`config.mk`:
```
export PLATFORM = sky130hd
export DESIGN_NAME = button_event
export DESIGN_NICKNAME = d
export VERILOG_FILES = /design/src/rtl/button_event.sv
export SDC_FILE = /design/constraint.sdc
export NUM_CORES = 1
export LEC_CHECK = 0
export CAP_MARGIN = 20
export CORE_ASPECT_RATIO = 0.9
export CORE_MARGIN = 5
export CORE_UTILIZATION = 55
export DETAILED_ROUTE_END_ITERATION = 10
export PLACE_DENSITY_LB_ADDON = 0.1
export SETUP_SLACK_MARGIN = 0.5
export SYNTH_ARGS = -nofsm -noshare
export SYNTH_HDL_FRONTEND = slang
export SYNTH_SLANG_ARGS = --single-unit
export TNS_END_PERCENT = 50
```
`constraint.sdc`:
```
create_clock -name CLK -period 2.1 [get_ports CLK]
set_input_delay 0.525 -clock CLK [delete_from_list [all_inputs] [get_ports CLK]]
set_output_delay 0.525 -clock CLK [all_outputs]
set_load 0.1 [all_outputs]
```
`src/rtl/button_event.sv`:
```
`default_nettype none
// ============================================================================
//  Module      : button_event
//  Description : Turns the debounced button level DA into single-cycle event
//                pulses (PRESS, RELEASE, LONG, optional auto-REPEAT) plus a
//                HELD level. Every button shares this one event model.
//  Revision    : 1.0 - initial release
// ----------------------------------------------------------------------------
//  Ports
//    CLK      in   system clock, rising edge
//    RST      in   synchronous reset, active-high
//    DA       in   debounced button level, 1 = pressed
//    PRESS    out  one-cycle pulse on the rising edge of DA
//    RELEASE  out  one-cycle pulse on the falling edge of DA
//    LONG     out  one-cycle pulse after DA has been held HOLD_CYCLES cycles
//    REPEAT   out  one-cycle auto-repeat pulse every REPEAT_CYCLES in long hold
//    HELD     out  level, 1 while the state machine is not IDLE
//
//  Compile-time option
//    BUTTON_AUTOREPEAT_EN : when defined, REPEAT pulses during long hold.
//                           When undefined, REPEAT is tied to 0 and the
//                           counter rests at 0 in LONG_HOLD.
//
//  All outputs are registered; there is no combinational path from DA.
// ============================================================================
module button_event #(
    parameter int HOLD_CYCLES   = 50000000,
    parameter int REPEAT_CYCLES = 10000000,
    parameter int CW            = 26
) (
    input  logic CLK,
    input  logic RST,
    input  logic DA,
    output logic PRESS,
    output logic RELEASE,
    output logic LONG,
    output logic REPEAT,
    output logic HELD
);

    typedef enum logic [1:0] {
        S_IDLE      = 2'd0,
        S_PRESSED   = 2'd1,
        S_LONG_HOLD = 2'd2
    } state_t;

    localparam logic [CW-1:0] c_HOLD_LAST = CW'(HOLD_CYCLES - 1);

    // Elaboration-time guard on illegal parameter combinations.
    generate
        if (HOLD_CYCLES < 2 || REPEAT_CYCLES < 1 ||
            (longint'(HOLD_CYCLES) - 1) >= (longint'(1) << CW) ||
            (longint'(REPEAT_CYCLES) - 1) >= (longint'(1) << CW)) begin : g_bad_params
            $error("button_event: illegal HOLD_CYCLES/REPEAT_CYCLES/CW combination");
        end
    endgenerate

    state_t        state_q;
    logic [CW-1:0] cnt_q;
    logic          da_prev_q;
    logic          press_q;
    logic          release_q;
    logic          long_q;
    logic          repeat_q;
    logic          held_q;

    logic          rise;
    logic          fall;

    assign rise = DA & ~da_prev_q;
    assign fall = ~DA & da_prev_q;

`ifdef BUTTON_AUTOREPEAT_EN
    localparam logic [CW-1:0] c_REPEAT_LAST = CW'(REPEAT_CYCLES - 1);
`endif

    always_ff @(posedge CLK) begin
        if (RST) begin
            state_q   <= S_IDLE;
            cnt_q     <= '0;
            // Capture the live level so a button held through reset does not
            // look like a fresh rising edge afterwards.
            da_prev_q <= DA;
            press_q   <= 1'b0;
            release_q <= 1'b0;
            long_q    <= 1'b0;
            repeat_q  <= 1'b0;
            held_q    <= 1'b0;
        end else begin
            da_prev_q <= DA;
            // Pulses default low so each one lasts exactly one cycle.
            press_q   <= 1'b0;
            release_q <= 1'b0;
            long_q    <= 1'b0;
            repeat_q  <= 1'b0;

            case (state_q)
                S_IDLE: begin
                    cnt_q <= '0;
                    // A fall here is only possible after a reset with the
                    // button held; it is deliberately ignored.
                    if (rise) begin
                        press_q <= 1'b1;
                        held_q  <= 1'b1;
                        state_q <= S_PRESSED;
                    end
                end

                S_PRESSED: begin
                    // Release has priority over reaching the hold threshold.
                    if (fall) begin
                        release_q <= 1'b1;
                        held_q    <= 1'b0;
                        cnt_q     <= '0;
                        state_q   <= S_IDLE;
                    end else if (cnt_q == c_HOLD_LAST) begin
                        long_q  <= 1'b1;
                        cnt_q   <= '0;
                        state_q <= S_LONG_HOLD;
                    end else begin
                        cnt_q <= cnt_q + CW'(1);
                    end
                end

                S_LONG_HOLD: begin
                    if (fall) begin
                        release_q <= 1'b1;
                        held_q    <= 1'b0;
                        cnt_q     <= '0;
                        state_q   <= S_IDLE;
                    end else begin
`ifdef BUTTON_AUTOREPEAT_EN
                        if (cnt_q == c_REPEAT_LAST) begin
                            repeat_q <= 1'b1;
                            cnt_q    <= '0;
                        end else begin
                            cnt_q <= cnt_q + CW'(1);
                        end
`else
                        cnt_q <= '0;
`endif
                    end
                end

                default: begin
                    state_q <= S_IDLE;
                    cnt_q   <= '0;
                    held_q  <= 1'b0;
                end
            endcase
        end
    end

    assign PRESS   = press_q;
    assign RELEASE = release_q;
    assign LONG    = long_q;
    assign HELD    = held_q;

`ifdef BUTTON_AUTOREPEAT_EN
    assign REPEAT  = repeat_q;
`else
    // Register kept so the FSM body is identical in both builds; the port is
    // a constant 0 when auto-repeat is compiled out.
    logic unused_repeat;
    assign unused_repeat = repeat_q;
    assign REPEAT  = 1'b0;
`endif

endmodule
`default_nettype wire

```
== Yosys cells after proc, flatten, opt, wreduce, memory -nomap -nowiden ==
Index checks and enable logic that the tools add are counted.

* Output and inout bits: 5
* Memories kept: 0
* Register bits: 33
* Bits in latches: 0
* ROM bits: 0
* RAM bits: 0
* Word-level logic and storage cells: 41
* Bits of input ports: 3

* Reduce and logical (&&, ||, !) cells: 8
* Add/sub/neg operators: 1
* Muxes and demuxes: 11
* $lt $le $gt $ge: 0
* Shift operators: 0
* Multiply operators: 0
* Divide/modulo/power cells: 0
* Eq/ne operators: 7
* Bitwise operators: 7

{| class="wikitable"
|+ Operator list
! kind !! count
|-
| adder 26 x 1 -> 26 bit (second input constant) || 1
|-
| == test 26 bit (second input constant) || 1
|-
| 2-to-1 mux 2 bit || 4
|-
| case mux 2 bit (3 select lines) || 1
|-
| OR reduction 2 bit || 3
|-
| 2-to-1 mux 1 bit || 5
|-
| inverter 1 bit || 5
|-
| inequality test 2 bit (second input constant) || 2
|-
| OR reduction 4 bit || 1
|-
| inequality test 3 bit (second input constant) || 1
|-
| AND reduction 3 bit || 1
|-
| OR reduction 3 bit || 1
|-
| bitwise AND 1 bit || 2
|-
| == test 2 x 1 -> 1 bit (second input constant) || 1
|-
| == test 2 bit (second input constant) || 1
|-
| zero test 2 bit || 1
|-
| inequality test 2 x 1 -> 1 bit (second input constant) || 1
|-
| case mux 1 bit (2 select lines) || 1
|-
| AND reduction 2 bit || 1
|}

== Longest topological paths before layout ==
* Word-level depth: 4
* Gate-level depth with buffers: 7
* Depth with buffers taken out: 6

== Worst setup path before layout ==
Ideal clock, no wire load.

* Path kind: register to register
* From: register cnt_q[0]
* To: register cnt_q[10]
* Cell stages (with the launch flop): 8
* Path buffers: 2
* Data arrival time: 1,817 ps
* Setup time: 128 ps
* Path slack: 155 ps
* Clock period less this slack: 1,945 ps
* Required time: 1,972 ps
* Path through: dfxtp_1 > ha_1 > nand3_1 > nor4_1 > a21o_1 > clkbuf_1 > clkbuf_1 > nor2_1

* Longest elaborated chain between the ends: 2
* Elaborated cells between the ends (all ways): 3
* Those cells by class: add/sub: 1; eq/ne: 1; reduce/logical: 1

{| class="wikitable"
|+ RTL lines
! item !! RTL line !! text
|-
| from (decl) || 59 || <nowiki>logic [CW-1:0] cnt_q;</nowiki>
|-
| from (signal assigned) || 121 || <nowiki>cnt_q <= cnt_q + CW'(1);</nowiki>
|-
| parallel branches: the longest is 2 deep, another holds adder 26 x 1 -> 26 bit || -- ||
|}

Parallel ways; which one is timed is not known.
A chain may end at the register's enable or synchronous reset.

== Final worst setup path ==
* From: register cnt_q[17]
* To: register cnt_q[22]

The elaborated chain is that of the path after synthesis.

==> impl_metrics.tcl <==
set metrics [dict create \
    cts_tree "yes" \
    dr_total_vias 1607 \
    routed_wl_um 4480 \
    leakage_nw 0.708 \
    worstSetupStartpointType "flip-flop" \
    vdd_drop_max_mv 0.445 \
    n_antenna_cell 0 \
    synth_seq_cells 33 \
    cts_max_level 2 \
    ant_nets 0 \
    ys_types 36 \
    first_global_vias 1558 \
    clock_sinks 33 \
    synth-warning-count 0 \
    synthArstFlopShare_pct 0 \
    clkSlewWorstSetupHoldPaths_ns 0.10 \
    syn-num-nets 196 \
    layout_min_cycle_time_ns 1.81 \
    use_met2_pct 39.4 \
    tns_ns 0 \
    setup_viol 0 \
    post-place-ws_ns 0.0108 \
    cp_cell_sequence "inv_1 -> or4_4 -> buf_8 -> or4_4 -> a21oi_2" \
    cap_violations 0 \
    viasPerCell 6.11 \
    min_to "da_prev_q$_DFF_P_" \
    final_area_um2 2140 \
    clk_latency_ns 0.35 \
    wl_per_cell_um 17.0 \
    core.rowCount 18 \
    synthToLayoutAreaGrowth_pct 32.5 \
    synth.avg_cell_area_um2 8.55 \
    finClkSkew_ns 0.0102 \
    clock_path_buffers 2 \
    gp_congestion 0.814 \
    final_common_cell "buf_4" \
    rr_worst_depth 5 \
    r2r-start "cnt_q[17]$_SDFF_PP0_" \
    antenna_found_initial 0 \
    crit_path_max_fanout 7 \
    synth_area_um2 1620 \
    fp.coreArea_um2 2790 \
    grt_pass1_wl_um 7270 \
    synth-edff-count 0 \
    hold_depth 1 \
    timing.final.ws_setup_ns 0.288 \
    status "completed" \
    pin_count 8 \
    grt.busiest_layer "met2" \
    cts_inserted_buffers 5 \
    max_stage_delay_ns 0.59 \
    synth_cells 189 \
    critPathKind "flip-flop to flip-flop" \
    grt_use_met1_pct 28.9 \
    dpl-instance-area_um2 1780 \
    grt_max_degree 14 \
    seq_area_frac_synth_pct 40.9 \
    yosys_most_used_dff "dfxtp_1" \
    drc 0 \
    port_buffers 6 \
    worst_ep_required_time_ns 2.40 \
    fmax_mhz 552 \
    grt_util_met3_pct 7.85 \
    drtPass1Iterations 5 \
    min_from "DA" \
    drtIter0Drc 149 \
    hold_viol_final 0 \
    r2r-end "cnt_q[22]$_SDFF_PP0_" \
    initial_core_util_pct 57.8 \
    die_area_um2 4120 \
    die_w_um 67.1 \
    fin_crit_sh_pct 86.3 \
    gr-total-overflow 0 \
    arrival_ns 2.11 \
    report.final.slew_viol_count 0 \
    end_kind "flip-flop" \
    crit_slowest_cell "or4_4" \
    p_per_area_nw_per_um2 514 \
    groute.usage.overall_pct 24.0 \
    cts_root_buf "clkbuf_4" \
    dp_hpwl_um 2610 \
    cp_common_cell "or4_4" \
    fin_nets 230 \
    rsz0062_at_grt "true" \
    layout-drive-gt1-share_pct 36.3 \
    r2r_slack_ns 0.29 \
    hp-class "primary input to flip-flop" \
    die_y_um 61.4 \
    final_cell_mix "buf_4, nor2_1, dfxtp_1" \
]
## final cells by class
type / instances / area, µm²
multi-input combinational: 138 / 997
timing repair buffer: 36 / 309
tap: 40 / 50.0
inverter: 9 / 33.8
fill: 199 / 652
sequential: 33 / 696
clock buffer: 7 / 55.1
## cell families after synthesis
family	count (synthesis)	share of synthesized area [%]
and+or+nand+nor	91	32.8
DFF	33	40.9
AOI/OAI and AO/OA	30	11.5
buffers and inverters	18	5.03
xor gates and xnor gates	12	6.51
adders and majority gates	4	3.10
other	1	0.232
## where the power goes
| part | total, mW | switching (mW) | internal, mW |
|---|---|---|---|
| clock | 0.374 | 0.216 | 0.158 |
| combinational | 0.0972 | 0.0638 | 0.0334 |
| sequential | 0.629 | 0.00413 | 0.625 |
## critical path, delay by kind of cell (launching register included)
| family | cells | cell delay, ns |
|---|---|---|
| compound gates | 1 | 0.14 |
| buf+inv | 2 | 0.24 |
| simple gates | 2 | 1.01 |
| flops | 1 | 0.36 |
## flip-flops by register name, indices dropped and copies added, names as in the netlist
signal and flops:
RELEASE 1, HELD 1, state_q 2, LONG 1, da_prev_q 1, cnt_q 26, PRESS 1
## synth_stat cells, types with 5 or more instances
library cell | number | share of area (%)
or4_1 | 13 | 6.0
inv_1 | 9 | 2.1
nor2_1 | 19 | 4.4
xnor2_1 | 8 | 4.3
nand2_1 | 10 | 2.3
nand3_1 | 12 | 3.7
a21oi_1 | 13 | 4.0
o31ai_1 | 9 | 4.2
nor4_1 | 6 | 2.3
dfxtp_1 | 33 | 41
clkbuf_1 | 5 | 1.2
## what timing repair did
item | CTS | global route
hold buffers | 0 | 0
hold endpoints to repair | 0 | 0
setup buffers | 15 | 2
cloned | 2 | 0
pin swaps | 19 | 4
resized for setup | 39 | 9
endpoints found under the setup margin | 28 | 28
## routing by layer
metal	part of all wire, %	wire length (µm)	vias up
met5	0	0	-
met4	3.7	164	0
met3	6.6	297	19
met2	47	2110	67
met1	43	1910	762
li1	-	-	759
## stage by stage
stage | hold WS, ns | total power, mW | std cells | utilization (%)
global placement | 0.442 | 0.732 | 237 | 63.6
finish | 0.434 | 1.10 | 263 | 76.7
global route | 0.421 | 1.15 | 263 | 76.7
CTS | 0.431 | 1.10 | 261 | 74.7
detailed placement | 0.452 | 0.736 | 237 | 63.6
floorplan | 0.430 | 0.713 | 189 | -
## worst max path at each step
stage | start | end | slack, ns | depth (start not counted)
global placement | DA | state_q[0]$_SDFFE_PP0P_ | 0.06 | 5
CTS | cnt_q[8]$_SDFF_PP0_ | cnt_q[25]$_SDFF_PP0_ | 0.28 | 5
floorplan | cnt_q[9]$_SDFF_PP0_ | cnt_q[24]$_SDFF_PP0_ | 0.34 | 7
finish | cnt_q[17]$_SDFF_PP0_ | cnt_q[22]$_SDFF_PP0_ | 0.29 | 5
global route | cnt_q[13]$_SDFF_PP0_ | state_q[0]$_SDFFE_PP0P_ | 0.21 | 5
detailed placement | DA | state_q[0]$_SDFFE_PP0P_ | 0.01 | 5
(Power assumes the default switching activity.)
